--- config.mk ---
export PLATFORM = sky130hd
export DESIGN_NAME = buf_alloc
export DESIGN_NICKNAME = d
export VERILOG_FILES = /design/src/rtl/buf_alloc.sv
export SDC_FILE = /design/constraint.sdc
export NUM_CORES = 1
export LEC_CHECK = 0
export CAP_MARGIN = 20
export CORE_AREA = 4 4 135 137
export CTS_BUF_LIST = sky130_fd_sc_hd__clkbuf_2 sky130_fd_sc_hd__clkbuf_4 sky130_fd_sc_hd__clkbuf_8
export CTS_CLUSTER_DIAMETER = 60
export CTS_CLUSTER_SIZE = 8
export DETAILED_ROUTE_END_ITERATION = 8
export DIE_AREA = 0 0 139 141
export SETUP_SLACK_MARGIN = 0.15
export SYNTH_ARGS = -nofsm -noshare
export SYNTH_HDL_FRONTEND = slang
export SYNTH_SLANG_ARGS = --single-unit
--- constraint.sdc ---
create_clock -name clk -period 14.1 [get_ports clk]
set_input_delay 2.82 -clock clk [delete_from_list [all_inputs] [get_ports clk]]
set_output_delay 2.82 -clock clk [all_outputs]
set_load 0.05 [all_outputs]
--- src/rtl/buf_alloc.sv ---
// Buffer allocator for the router's seven message buffers: grants free buffers to up to
// four requests per cycle, handles release, and ages the priority of occupied buffers.
module buf_alloc #(
    parameter int AGE_PERIOD = 16,
    parameter bit AGE_EN     = 1'b1
) (
    input  logic        clk,
    input  logic        rst_n,
    input  logic [2:0]  free1,
    input  logic [2:0]  free2,
    input  logic [2:0]  free3,
    input  logic [2:0]  free4,
    input  logic [3:0]  req_valid,
    input  logic [11:0] req_pri,
    output logic [3:0]  req_ready,
    output logic [3:0]  grant_valid,
    output logic [11:0] grant_buf,
    input  logic        rel_valid,
    input  logic [2:0]  rel_buf,
    output logic [2:0]  pri1,
    output logic [2:0]  pri2,
    output logic [2:0]  pri3,
    output logic [2:0]  pri4,
    output logic [2:0]  pri5,
    output logic [2:0]  pri6,
    output logic [2:0]  pri7,
    output logic [2:0]  occ_count,
    output logic        err
);

    localparam logic [7:0] AGE_LAST = 8'(AGE_PERIOD - 1);

    // Entry 0 is a permanently free, unused slot so that a 3-bit index can address the table directly.
    logic [2:0]  pri_reg [8];
    logic [2:0]  pri_next [8];
    logic [7:0]  age_reg;
    logic [3:0]  grant_valid_reg;
    logic [11:0] grant_buf_reg;
    logic [11:0] grant_buf_next;
    logic [2:0]  occ_reg;
    logic [2:0]  occ_next;
    logic        err_reg;

    logic [2:0]  free_in [4];
    logic [3:0]  slot_ok;
    logic        free_err;
    logic [2:0]  slot [4];
    logic [2:0]  slot_cnt;
    logic [3:0]  elig;
    logic [3:0]  ready;
    logic [2:0]  req_slot [4];
    logic        rel_hit;
    logic        rel_err;
    logic        age_wrap;

    assign free_in[0] = free1;
    assign free_in[1] = free2;
    assign free_in[2] = free3;
    assign free_in[3] = free4;

    // A finder entry is usable only if it names a free buffer not already named earlier.
    always_comb begin
        free_err = 1'b0;
        for (int n = 0; n < 4; n++) begin
            slot_ok[n] = 1'b0;
            if (free_in[n] != 3'd0) begin
                slot_ok[n] = (pri_reg[free_in[n]] == 3'd0);
                for (int m = 0; m < n; m++) begin
                    if (free_in[m] == free_in[n]) begin
                        slot_ok[n] = 1'b0;
                    end
                end
                if (!slot_ok[n]) begin
                    free_err = 1'b1;
                end
            end
        end
    end

    always_comb begin
        slot_cnt = 3'd0;
        for (int n = 0; n < 4; n++) begin
            slot[n] = 3'd0;
        end
        for (int n = 0; n < 4; n++) begin
            if (slot_ok[n]) begin
                slot[slot_cnt[1:0]] = free_in[n];
                slot_cnt            = slot_cnt + 3'd1;
            end
        end
    end

    generate
        for (genvar gi = 0; gi < 4; gi++) begin : g_req
            assign elig[gi] = req_valid[gi] && (req_pri[3*gi +: 3] != 3'd0);
            assign grant_buf_next[3*gi +: 3] = ready[gi] ? req_slot[gi] : 3'd0;
        end
    endgenerate

    // Eligible requests take packed slots in order, request 0 first.
    always_comb begin
        logic [2:0] used;
        used  = 3'd0;
        ready = 4'd0;
        for (int i = 0; i < 4; i++) begin
            req_slot[i] = 3'd0;
            if (elig[i]) begin
                if (used < slot_cnt) begin
                    ready[i]    = 1'b1;
                    req_slot[i] = slot[used[1:0]];
                end
                used = used + 3'd1;
            end
        end
    end

    assign req_ready = ready;

    assign rel_hit  = rel_valid && (rel_buf != 3'd0) && (pri_reg[rel_buf] != 3'd0);
    assign rel_err  = rel_valid && !rel_hit;
    assign age_wrap = AGE_EN && (age_reg == AGE_LAST);

    // Aging first, then release and allocation override it; the latter two never share a buffer.
    always_comb begin
        pri_next[0] = 3'd0;
        for (int b = 1; b < 8; b++) begin
            pri_next[b] = pri_reg[b];
            if (age_wrap && (pri_reg[b] != 3'd0) && (pri_reg[b] != 3'd7)) begin
                pri_next[b] = pri_reg[b] + 3'd1;
            end
        end
        if (rel_hit) begin
            pri_next[rel_buf] = 3'd0;
        end
        for (int i = 0; i < 4; i++) begin
            if (ready[i]) begin
                pri_next[req_slot[i]] = req_pri[3*i +: 3];
            end
        end
    end

    always_comb begin
        occ_next = 3'd0;
        for (int b = 1; b < 8; b++) begin
            if (pri_next[b] != 3'd0) begin
                occ_next = occ_next + 3'd1;
            end
        end
    end

    always_ff @(posedge clk or negedge rst_n) begin
        if (!rst_n) begin
            for (int b = 0; b < 8; b++) begin
                pri_reg[b] <= 3'd0;
            end
            age_reg         <= 8'd0;
            grant_valid_reg <= 4'd0;
            grant_buf_reg   <= 12'd0;
            occ_reg         <= 3'd0;
            err_reg         <= 1'b0;
        end else begin
            for (int b = 0; b < 8; b++) begin
                pri_reg[b] <= pri_next[b];
            end
            age_reg         <= (age_reg == AGE_LAST) ? 8'd0 : age_reg + 8'd1;
            grant_valid_reg <= ready;
            grant_buf_reg   <= grant_buf_next;
            occ_reg         <= occ_next;
            err_reg         <= err_reg | free_err | rel_err;
        end
    end

    assign grant_valid = grant_valid_reg;
    assign grant_buf   = grant_buf_reg;
    assign occ_count   = occ_reg;
    assign err         = err_reg;
    assign pri1        = pri_reg[1];
    assign pri2        = pri_reg[2];
    assign pri3        = pri_reg[3];
    assign pri4        = pri_reg[4];
    assign pri5        = pri_reg[5];
    assign pri6        = pri_reg[6];
    assign pri7        = pri_reg[7];

endmodule

Word level (Yosys, flattened, before mapping)

Index checks and enable logic that the tools add are counted.

Bits in registers: 52
Bits of input ports: 34
Output and inout port bits: 45

Reductions and logical operators: 58
Bitwise gates (word level): 19
Magnitude comparators: 27
Add/sub/neg operators: 19
Multiplexer cells: 119
Equality and inequality tests: 14

Operators by type and width:

| kind                                                                  | number |
|---|---|
| 3-bit two-way mux                                                     | 55 |
| 24-bit two-way mux                                                    | 5 |
| 24-bit bitwise mux                                                    | 4 |
| 3-bit nonzero test                                                    | 24 |
| 3-bit by 1-bit adder with 3-bit output (second input constant)        | 18 |
| 3-bit binary-select mux with 3-bit select                             | 5 |
| 3-bit demux with 3-bit select                                         | 5 |
| 12-bit bitwise mux                                                    | 3 |
| 4-bit >= comparator (second input constant)                           | 9 |
| 12-bit two-way mux                                                    | 3 |
| 3-bit NOT with 4-bit output                                           | 9 |
| 1-bit two-way mux                                                     | 32 |
| 1-bit logical AND                                                     | 29 |
| 21-bit by 24-bit AND with 24-bit output                               | 1 |
| 24-bit NOT                                                            | 1 |
| 3-bit != test (second input constant)                                 | 7 |
| 4-bit by 1-bit < comparator with 1-bit output (second input constant) | 5 |
| 3-bit binary-select mux with 2-bit select                             | 3 |
| 3-bit demux with 2-bit select                                         | 3 |
| 3-bit equality test                                                   | 6 |
| 3-bit >= comparator (second input constant)                           | 6 |
| 2-bit NOT with 3-bit output                                           | 6 |
| 3-bit logical NOT                                                     | 4 |
| 3-bit by 1-bit < comparator with 1-bit output (second input constant) | 3 |
| other kinds (7)                                                       | 10 |

Logic depth before layout (Yosys ltp)

Depth in word-level cells: 48
Depth in mapped cells: 46
Depth with buffers taken out: 44

Worst setup path before layout

Ideal clock, no wire load.

Path kind: input to register
From: input port free1[0]
To: register occ_reg[2], in the netlist occ_count[2]
Data required time: 13.977 ns
Cell stages on the path: 42
Arrival time: 10.231 ns
Setup slack: 3.746 ns
Cells stage by stage: buf_4 -> or3_1 -> a2bb2oi_1 -> o21a_2 -> a21oi_4 -> ha_1 -> clkbuf_1 -> nor4_2 -> nor2_1 -> inv_1 -> ha_1 -> nand4_1 -> xor2_1 -> ha_1 -> inv_1 -> o311ai_0 -> nor3_1 -> nor2_1 -> [... 6 more ...] -> a21oi_1 -> or3_1 -> inv_1 -> ha_1 -> xnor2_2 -> ha_1 -> nand2b_1 -> nand2_1 -> ha_1 -> nor2_1 -> a31oi_1 -> ha_1 -> nand2_1 -> nand2_1 -> ha_1 -> nor2b_1 -> xnor2_1 -> xnor2_1

RTL lines:

| item                   | RTL line | RTL |
|---|---|---|
| start: declaration     | 9        | `input logic [2:0] free1,` |
| end signal: assignment | 168      | `occ_reg <= occ_next;` |
| end: declaration       | 40       | `logic [2:0] occ_reg;` |

Worst setup path after layout

From: input port free2[1]
To: output port req_ready[3]

Word-level cells in the longest chain between the ends: 16
Elaborated cells on any way between the ends: 27

RTL lines:

| item                                                 | RTL line | RTL |
|---|---|---|
| start: declaration                                   | 10       | `input logic [2:0] free2,` |
| 3-bit NOT with 4-bit output (not written as such)    | 67       | `slot_ok[n] = (pri_reg[free_in[n]] == 3'd0);` |
| 3-bit binary-select mux with 3-bit select            | 67       |  |
| 3-bit two-way mux (not written as such) (2 in a row) | 67       |  |
| 3-bit logical NOT                                    | 67       |  |
| 1-bit two-way mux                                    | 69       | `if (free_in[m] == free_in[n]) begin` |
| 1-bit two-way mux (2 in a row)                       | 66       | `if (free_in[n] != 3'd0) begin` |
| 3-bit two-way mux                                    | 86       | `if (slot_ok[n]) begin` |
| 3-bit by 1-bit adder with 3-bit output               | 88       | `slot_cnt = slot_cnt + 3'd1;` |
| 3-bit two-way mux                                    | 86       |  |
| 3-bit by 1-bit adder with 3-bit output               | 88       |  |
| 3-bit two-way mux (*)                                | 86       |  |
| 3-bit < comparator (*)                               | 108      | `if (used < slot_cnt) begin` |
| 1-bit two-way mux (*)                                | 108      |  |
| 1-bit two-way mux (*)                                | 107      | `if (elig[i]) begin` |
| end: declaration                                     | 15       | `output logic [3:0] req_ready,` |

Every way passes the cells marked *; elsewhere a longest branch is shown, timed or not. The select of a mux whose other input is x is not followed.

==> results.yml <==
power:
  power_mw: 1.982
  power_leakage_nw: 2.985
  power_per_cell_area_nw_per_um2: 263.6
  vdd.ir_drop.worst_v: 0.0003658
setup_path:
  worst_ep_arrival_time_ps: 8580
  startpoint_type: "input port"
  crit_chain: "clkdlybuf4s50_1 > mux2_2 > o21ai_0 > nand2_1 > o2111ai_1 > nor2_1 > ha_1 > nor4_2 > nor2_1 > inv_1 > ha_1 > nand4_1 > xor2_1 > ha_1 > inv_1 > o311ai_0 > nor3_1 > nor2_1 > o41a_1 > clkinv_1 > clkdlybuf4s50_1"
  critical_path.endpoint_type: "output pin"
  cp_top_family: "buffers and inverters"
  cp_num_buf_inv: 5
  max_stage_delay_cell_worst_path: "clkdlybuf4s50_1"
  max_stage_delay_ps: 830
  timing.setup.critical_path_class: "input port to output pin"
  critPathRequiredTime_ps: 11280
  timing.critical_path.fanout_max: 16
sta:
  totalNegativeSetupSlack_ps: 0
  timing.final.crit_share: 0.8083
  timing_hold_violations_final: 0
  finish_stage_setup_viols: 0
  slew_headroom: 0.3669
  hold_ws_ps: 475.2
  finClkSkew_ps: 21.81
  timing.final.crit_period_ps: 11400
  max_freq_mhz: 87.75
  drv_slew: 0
  max_slew.worst_pin.slew_ps: 941.6
  setup_repair_after_global_routing_missed_its_margin: "no"
final_layout:
  layout_cell_share_with_drive_strength_beyond_1: 0.1148
  most_frequent_standard_cell_in_the_layout_excluding_fill_and_tap_cells: "clkdlybuf4s50_1"
  final_core_util: 0.4409
  largest_reg_flops: 12
  final_nets: 921
  layout.cells.most_common_list: "clkdlybuf4s50_1 (77), nand2_1 (72), nor2_1 (71)"
  synthToLayoutAreaGrowth_pct: 12.06
  layout.cell_area.non_filler_um2: 7521
  n_fill_cell: 1744
  insertedDiodeCount: 0
run:
  max_cap_violations: 0
grt:
  first_global_vias: 6024
  gr-usage-all-layers: 0.2272
  overflow: 0
  grt_start_max_net_pins: 53
  number_of_antenna_violations_at_the_first_check_in_global_routing: 0
  grt_pass1_wl_um: 35450
cts:
  cts_tree: "built"
  ctsHoldBuffers: 0
  post_cts_resized: 0
  cts.sinks: 52
  clock_insertion_delay_worst_skew_ps: 350
  cts_post_setup_buffers_inserted: 0
  clockRootBuffer: "clkbuf_8"
  clockBufferDepth: 2
  number_of_cts_inserted_buffers: 5
  clk_pin_slew_worst_paths_ps: 90
  ctsHtreeMaxLevel: 2
drt:
  detailedRoute.firstIterationViolations: 734
  via_count: 6528
  vias_per_cell: 6.101
  drtPass1Iterations: 5
  route.detailed.drc: 0
  post_drt_wl_per_cell_um: 21.16
  drt-total-wl_um: 22640
  antenna_violating_nets_post_route: 0
logic_synthesis:
  synth.yosys.warnings: 0
  synth-edff-count: 0
  dominantRegCellSynth: "dfrtp_1"
  synth_unique_cells: 101
  seq_area_frac_synth: 0.1939
  synthesis.area_um2: 6711
  syn-mean-instance-area_um2: 8.205
  syn-num-nets: 893
  synthArstFlopShare: 1.000
  syn_inst: 818
  ys_ff_latch: 52
floorplanning:
  initial_core_util: 0.3935
  core_um2: 17060
  fp.dieArea_um2: 19600
  die_h_um: 141
  die_w_um: 139
  cell_rows: 48
  num_io_pins: 79
outcome:
  status: "finished, final reports clean"
placement:
  port_buffers: 78
  globalplace.congestion: 0.9123
  placed_area_um2: 7422
  hpwlAfterDp_um: 17280
hold_path:
  hp-class: "flop to flop"
==> stage by stage <==
step | setup slack (ps) | std cells
floorplan | 3746 | 818
finish | 2703 | 1070
detailed placement | 2474 | 1064
CTS | 2746 | 1070
global route | 2044 | 1070
global placement | 2585 | 1064
==> final timing paths <==
kind                                 start  slack, ps      endpoint  cells after the start
worst min register to register  age_reg[0]        480    age_reg[0]                      1
min in group asynchronous            rst_n       2620  grant_buf[0]                      2
worst max-delay path              free2[1]       2700  req_ready[3]                     21
worst max register to register     pri5[0]       5290  occ_count[2]                     35
max in group asynchronous            rst_n      10960   pri_reg[22]                      2
worst min-delay path            age_reg[0]        480    age_reg[0]                      1
==> where the power goes <==
group / switching, mW / internal, mW / total, mW
clock: 0.0572 / 0.0511 / 0.108
combinational: 0.948 / 0.637 / 1.58
sequential: 0.0781 / 0.211 / 0.289
total: 1.08 / 0.899 / 1.98
==> worst reg2reg max path: cells and delay by family (launching register included) <==
family / cells / cell delay, ps
compound gates: 7 / 1320
buf+inv: 1 / 170
mux: 3 / 870
flops: 1 / 490
fa+ha+maj: 7 / 1820
simple gates: 15 / 3720
xor+xnor: 2 / 320
==> synth_stat cells (5+ instances only) <==
cell / instances / area [um2]
nand2_1: 72 / 270.3
nor2_1: 71 / 266.5
nor3_1: 55 / 275.3
dfrtp_1: 52 / 1301
ha_1: 41 / 513.0
inv_1: 37 / 138.9
buf_4: 26 / 195.2
mux2i_1: 23 / 230.2
o21ai_0: 23 / 115.1
xnor2_1: 21 / 183.9
nand4_1: 20 / 125.1
nand3_1: 19 / 95.09
a21oi_1: 18 / 90.09
mux2_2: 18 / 202.7
o211ai_1: 18 / 135.1
a31oi_1: 15 / 93.84
nor4_1: 15 / 93.84
buf_2: 14 / 70.07
xor2_1: 14 / 122.6
clkbuf_1: 12 / 45.04
and2_1: 11 / 68.82
nand2b_1: 10 / 62.56
nor2b_1: 10 / 62.56
nor3_2: 9 / 90.09
a211o_1: 8 / 70.07
a211oi_1: 8 / 60.06
o31ai_1: 8 / 60.06
or3_1: 8 / 50.05
and3_1: 7 / 43.79
or2_2: 7 / 43.79
o2111ai_1: 6 / 52.55
a21o_1: 5 / 37.54
nor3b_1: 5 / 37.54
nor4_2: 5 / 62.56
o31a_1: 5 / 43.79
or4_1: 5 / 37.54
==> final cells by class <==
class                      count  area (um2)  share of cell area
tap                          225       281.5             0.03743
timing repair buffer          82       805.8              0.1071
sequential                    52        1301              0.1730
clock buffer                   5       68.82            0.009150
multi-input combinational    662        4860              0.6461
clock inverter                 1       30.03            0.003993
inverter                      43       173.9             0.02312
==> routing by layer <==
layer  part of all wire  vias up  track usage
met2               0.41      316       0.3270
met5                  0        -            0
met1               0.47     3081       0.3380
li1                   -     3090            -
met3              0.092       41      0.05427
met4              0.025        0      0.06231
==> cells by family (layout without fill, tap and decap cells) <==
logic type | after synthesis | after routing | synth area share
compound gates | 183 | 183 | 0.2237
xor+xnor | 39 | 39 | 0.05835
fa+ha+maj | 41 | 41 | 0.07644
buf+inv | 104 | 131 | 0.08203
flops | 52 | 52 | 0.1939
mux | 43 | 43 | 0.06991
simple gates | 356 | 356 | 0.2957
No activity file was read; power rests on OpenSTA's default activity.
==> RTL change 1, RTL diff (same flow settings) <==
Set the parameter `AGE_EN` to 1'b0 (it was 1'b1).
--- a/src/rtl/buf_alloc.sv
+++ b/src/rtl/buf_alloc.sv
@@ -2,7 +2,7 @@
 // four requests per cycle, handles release, and ages the priority of occupied buffers.
 module buf_alloc #(
     parameter int AGE_PERIOD = 16,
-    parameter bit AGE_EN     = 1'b1
+    parameter bit AGE_EN     = 1'b0
 ) (
     input  logic        clk,
     input  logic        rst_n,
Function: not settled (the Yosys comparison gave no result); the edit may change what the design does.
==> RTL change 1 against the original RTL <==
  * First-iteration DRC count shrank 25%
  * Routed wire length shrank 15%
  * Total power decreased by 11%
  * Die area unchanged
  * Sequential power down 16%
  * Via count is 17% lower
  * Worst setup slack lost 510 ps
  * Sequential cell count fell by 8
  * Register-to-register slack worse by 610 ps
  * Final area down 16%
  * Synthesized cell count shrank 18%
  * Global-route usage fell by 3.7 points
  * Synthesized area fell by 18%
  * Critical endpoint is now occ_count[2]$_DFF_PN0_
==> RTL change 1: results (changes against the original RTL) <==
status -> finished, final reports clean
Worst Path Arrival -> 12150 ps (+3570 ps)
number of detailed-route iterations in the first pass -> 6 (+1)
max reg flops -> 12 (unchanged)
Root Buffer -> clkbuf_8
total wire length -> 19200 microns (-15%)
M1 wire length -> 8920 microns (-16%)
CTS Buf Count -> 5 (unchanged)
Cell variety after synth -> 102 (+0.99%)
sequential-to-total area share from yosys stat -> 20.0% (+0.59 points)
Filler cells -> 1792 (+2.8%)
delay-heaviest family, CP -> simple AND/OR/NAND/NOR gates
clock-pin slew on the worst setup and hold paths -> 90 ps (about the same)
Worst Clk Skew -> 8.47 ps (-13.3 ps)
CP peak stage delay -> 720 ps (-110 ps)
Iter 0 DRT Violations -> 552 (-25%)
Worst path slowest cell -> nor4_1
clk buf depth -> 2 (unchanged)
Post CTS Setup Buffer Count -> 0 (unchanged)
largest net degree at the start of global routing -> 45 (-15%)
Vias per Instance -> 5.85 (-4.1%)
I/O Buffers -> 78 (unchanged)
top post-synthesis cells by count -> 53 x nand2_1, 50 x inv_1, 48 x mux2i_1
reg2reg path depth -> 35 (unchanged)
fraction of registers with async set/reset -> 100% (unchanged)
DR WL met3 -> 1770 microns (-15%)
hold depth -> 2 (+1)
first-pass GRT wire length -> 30100 microns (-15%)
uppermost routed layer -> met4
ys flop type -> dfrtp_1
largest cells by area after synthesis -> dfrtp_1 20%, mux2i_1 8.7%, nand2_1 3.6%
layout cells sized above 1 -> 9.63% (-1.8 points)
Clock Latency Late Sink -> 320 ps (-30 ps)
post_cts resized -> 0 (unchanged)
DP Area -> 6200 sq um (-17%)
Peak supply drop -> 0.436 mV (+19%)
# H-tree levels -> 2 (unchanged)
Hold Crit Class -> reg2reg
vias in the first global route -> 5349 (-11%)
Diodes inserted -> 0 (unchanged)
initial antenna violation count -> 0 (unchanged)
CP Max Fanout -> 15 (-1)
routability cong. -> 0.960 (+5.2%)
Pleak -> 2.60 nW (-13%)
final net count -> 754 (-18%)
Post-DP HPWL -> 14800 microns (-14%)
post-synth net total -> 722 (-19%)
Yosys warning count -> 0 (unchanged)
worst-margin pin slew -> 1080 ps (+140 ps)
GRT Resource Usage Total -> 19.0% (-3.7 points)
routed wl met2 -> 8240 microns (-12%)
-- RTL change 1: cell types whose count changed after synthesis, sizes merged, moves of 10 or more --
cell,delta
nor3,-43
buf,-11
nand2,-19
inv,+10
a221oi,+10
mux2i,+24
a31oi,-11
nor4,-11
nor2,-36
ha,-26
-- RTL change 1: path summary, 6_finish.rpt --
| kind | from | endpoint | slack, ps |
|---|---|---|---|
| max | free2[0] | occ_count[2]$_DFF_PN0_ | 2190 |
| min | err$_DFF_PN0_ | err$_DFF_PN0_ | 610 |
| max reg2reg | pri5[0]$_DFF_PN0_ | occ_count[2]$_DFF_PN0_ | 4680 |
| min reg2reg | err$_DFF_PN0_ | err$_DFF_PN0_ | 610 |
| max in group asynchronous | rst_n | pri_reg[23]$_DFF_PN0_ | 11240 |
| min in group asynchronous | rst_n | pri6[2]$_DFF_PN0_ | 2380 |
-- RTL change 1: power breakdown --
| group | total [mW] | switching, mW | internal, mW |
|---|---|---|---|
| sequential | 0.243 | 0.0576 | 0.186 |
| combinational | 1.44 | 0.861 | 0.579 |
| clock | 0.0852 | 0.0500 | 0.0352 |
| total | 1.77 | 0.969 | 0.799 |
-- RTL change 1: worst register-to-register path: cells and delay by family, from the launching register on --
family	cells	cell delay, ps
DFF	1	420
and+or+nand+nor	10	3030
buffers and inverters	5	820
xor gates and xnor gates	3	640
adders and majority gates	7	2220
muxes	3	620
AOI/OAI and AO/OA	7	1570
-- RTL change 1: stage by stage --
step | instances | util (%) | setup slack [ps]
global route | 931 | 37.0 | 1110
global placement | 921 | 36.3 | 2120
detailed placement | 922 | 36.3 | 1950
CTS | 930 | 36.9 | 2220
finish | 931 | 37.0 | 2190
floorplan | 673 | - | 3590
-- RTL change 1: final cells by class --
type	count	area, sq um	share of cell area (%)
clock buffers	5	68.8	1.09
clock inverters	3	21.3	0.337
inverters	53	199	3.15
multi-input cells	517	3800	60.3
flip-flops and latches	44	1100	17.5
well taps	225	282	4.46
repair buffers	84	831	13.2
-- RTL change 1: layer usage --
metal	global-route usage, %	up-vias
met5	0	-
met4	5.41	0
met3	3.19	22
met2	28.4	298
met1	28.1	2558
li1	-	2569
-- RTL change 1: cells by family (layout without fill, tap and decap cells) --
kind of cell | Yosys count | in the layout | synth area share [%]
compound gates | 165 | 165 | 23.0
xor+xnor | 25 | 25 | 4.84
fa+ha+maj | 15 | 15 | 3.41
buf+inv | 112 | 145 | 11.0
flops | 44 | 44 | 20.0
mux | 64 | 64 | 12.5
simple gates | 248 | 248 | 25.3
==> RTL change 2, RTL diff (config.mk and constraints unchanged) <==
Made on the original files. Put one more register stage on the output `err`, with the module's reset. The value now appears one clock later. The other outputs are not delayed to match.
--- a/src/rtl/buf_alloc.sv
+++ b/src/rtl/buf_alloc.sv
@@ -173,7 +173,13 @@
     assign grant_valid = grant_valid_reg;
     assign grant_buf   = grant_buf_reg;
     assign occ_count   = occ_reg;
-    assign err         = err_reg;
+    always_ff @(posedge clk or negedge rst_n) begin
+        if (!rst_n) begin
+            err <= '0;
+        end else begin
+            err <= err_reg;
+        end
+    end
     assign pri1        = pri_reg[1];
     assign pri2        = pri_reg[2];
     assign pri3        = pri_reg[3];
Function: changed (a bounded check fails within 4 cycles, from zero or initial values and one cycle with rst_n low).
==> RTL change 2 against the original RTL <==
  * Final area grew 0.77%
  * Maximum frequency shrank 1.4%
  * Sequential cell count grew 1
  * Critical path depth is the same
  * Routed wire length shrank 2.1%
  * Global-route usage shrank 0.34 points
  * Synthesized cell count grew 0.12%
  * Synthesized area grew 0.37%
  * Worst setup slack lost 160 ps
  * Total power grew 0.76%
  * Highest routed layer unchanged
  * Largest power group unchanged
==> RTL change 2: results (changes against the original RTL) <==
status -> finished, final reports clean
Place WS -> 2370 ps (-107 ps)
met1 Use GR -> 32.6% (-1.2 points)
Filler cells -> 1762 (+1.0%)
DR WL/cell -> 20.6 microns (-2.6%)
final net count -> 924 (+0.33%)
largest net degree at the start of global routing -> 54 (+1.9%)
clock-pin slew on the worst setup and hold paths -> 110 ps (+20 ps)
CTS Buf Count -> 5 (unchanged)
post-synth net total -> 894 (+0.11%)
worst-margin pin slew -> 845 ps (-97.0 ps)
GRT Resource Usage Total -> 22.4% (-0.34 points)
Worst Path Arrival -> 8740 ps (+160 ps)
DR vias -> 6502 (-0.40%)
routability cong. -> 0.957 (+4.9%)
hold_sp -> err_reg$_DFF_PN0_
Cell variety after synth -> 101 (unchanged)
worst reg2reg setup slack -> 5150 ps (-140 ps)
Worst Clk Skew -> 13.2 ps (-8.58 ps)
M2 GR Usage -> 33.4% (+0.69 points)
Synth Instances -> 819 (+0.12%)
Iter 0 DRT Violations -> 685 (-6.7%)
largest cells by area after synthesis -> dfrtp_1 20%, ha_1 7.6%, nor3_1 4.1%
layout cells sized above 1 -> 11.9% (+0.40 points)
sequential-to-total area share from yosys stat -> 19.7% (+0.30 points)
hold depth -> 0 (-1)
top post-synthesis cells by count -> 72 x nand2_1, 71 x nor2_1, 55 x nor3_1
first-pass GRT wire length -> 35000 microns (-1.4%)
Vias per Instance -> 6.05 (-0.86%)
final worst path period share -> 82.0% (+1.1 points)
Fin Hold WS -> 405 ps (-70.5 ps)
Pleak -> 3.01 nW (+0.90%)
Post-DP HPWL -> 17100 microns (-1.2%)
met3 Usage GRT -> 6.00% (+0.58 points)
vias in the first global route -> 6147 (+2.0%)
Peak supply drop -> 0.448 mV (+23%)
hold worst-path end -> err$_DFF_PN0_
-- RTL change 2: cell types whose count changed in the layout (fill, tap and decap cells not counted), sizes merged --
cell,unedited run,this run
clkinv,2,3
inv,41,42
buf,5,7
dfrtp,52,53
-- RTL change 2: report_power, final --
part	switching, mW	total (mW)	internal [mW]
Clock	0.0629	0.118	0.0546
Sequential	0.0749	0.289	0.214
Combinational	0.950	1.59	0.641
-- RTL change 2: cell families after synthesis --
| logic type | share of synthesized area [%] |
|---|---|
| buffers and inverters | 8.17 |
| AOI/OAI and AO/OA | 22.3 |
| DFF | 19.7 |
| and+or+nand+nor | 29.5 |
| xor gates and xnor gates | 5.81 |
| adders and majority gates | 7.62 |
| muxes | 6.96 |
-- RTL change 2: how the worst max path moves through the flow --
| stage | to | cells after the start |
|---|---|---|
| 2_1_floorplan | occ_count[2]$_DFF_PN0_ | 42 |
| 3_3_place_gp | occ_count[2]$_DFF_PN0_ | 35 |
| 3_5_place_dp | occ_count[2]$_DFF_PN0_ | 35 |
| 4_1_cts | req_ready[3] | 21 |
| 5_1_grt | occ_count[2]$_DFF_PN0_ | 36 |
| 6_report | req_ready[3] | 21 |
-- RTL change 2: cell type report --
cell class / instances / area share, %
multi-input cells: 662 / 64.1
flip-flops and latches: 53 / 17.5
repair buffers: 84 / 10.8
well taps: 225 / 3.71
inverters: 43 / 2.29
clock buffers: 5 / 0.908
clock inverters: 3 / 0.660
-- RTL change 2: metal layers --
layer,part of all wire (%),up-vias
met3,9.6,33
met1,46,3038
li1,-,3099
met5,0,-
met4,1.7,0
met2,43,332
-- RTL change 2: critical path, cell delays in order --
cell and delay (ps):
clkdlybuf4s50_1 860, mux2_2 410, o21ai_0 240, nand2_1 90, o2111ai_1 160, nor2_1 140
ha_1 430, nor4_2 470, nor2_1 140, inv_1 100, ha_1 250, nand4_1 220
xor2_1 450, ha_1 230, inv_1 40, o311ai_0 150, nor3_1 90, nor2_1 120
o41a_1 290, clkinv_1 270, clkdlybuf4s50_1 770
-- RTL change 2: stage by stage --
step	total power, mW	area (sq um)
after global placement	1.86	7450
after CTS	1.99	7570
after floorplan	1.52	6740
after global routing	2.17	7580
final	2.00	7580
after detailed placement	1.86	7450
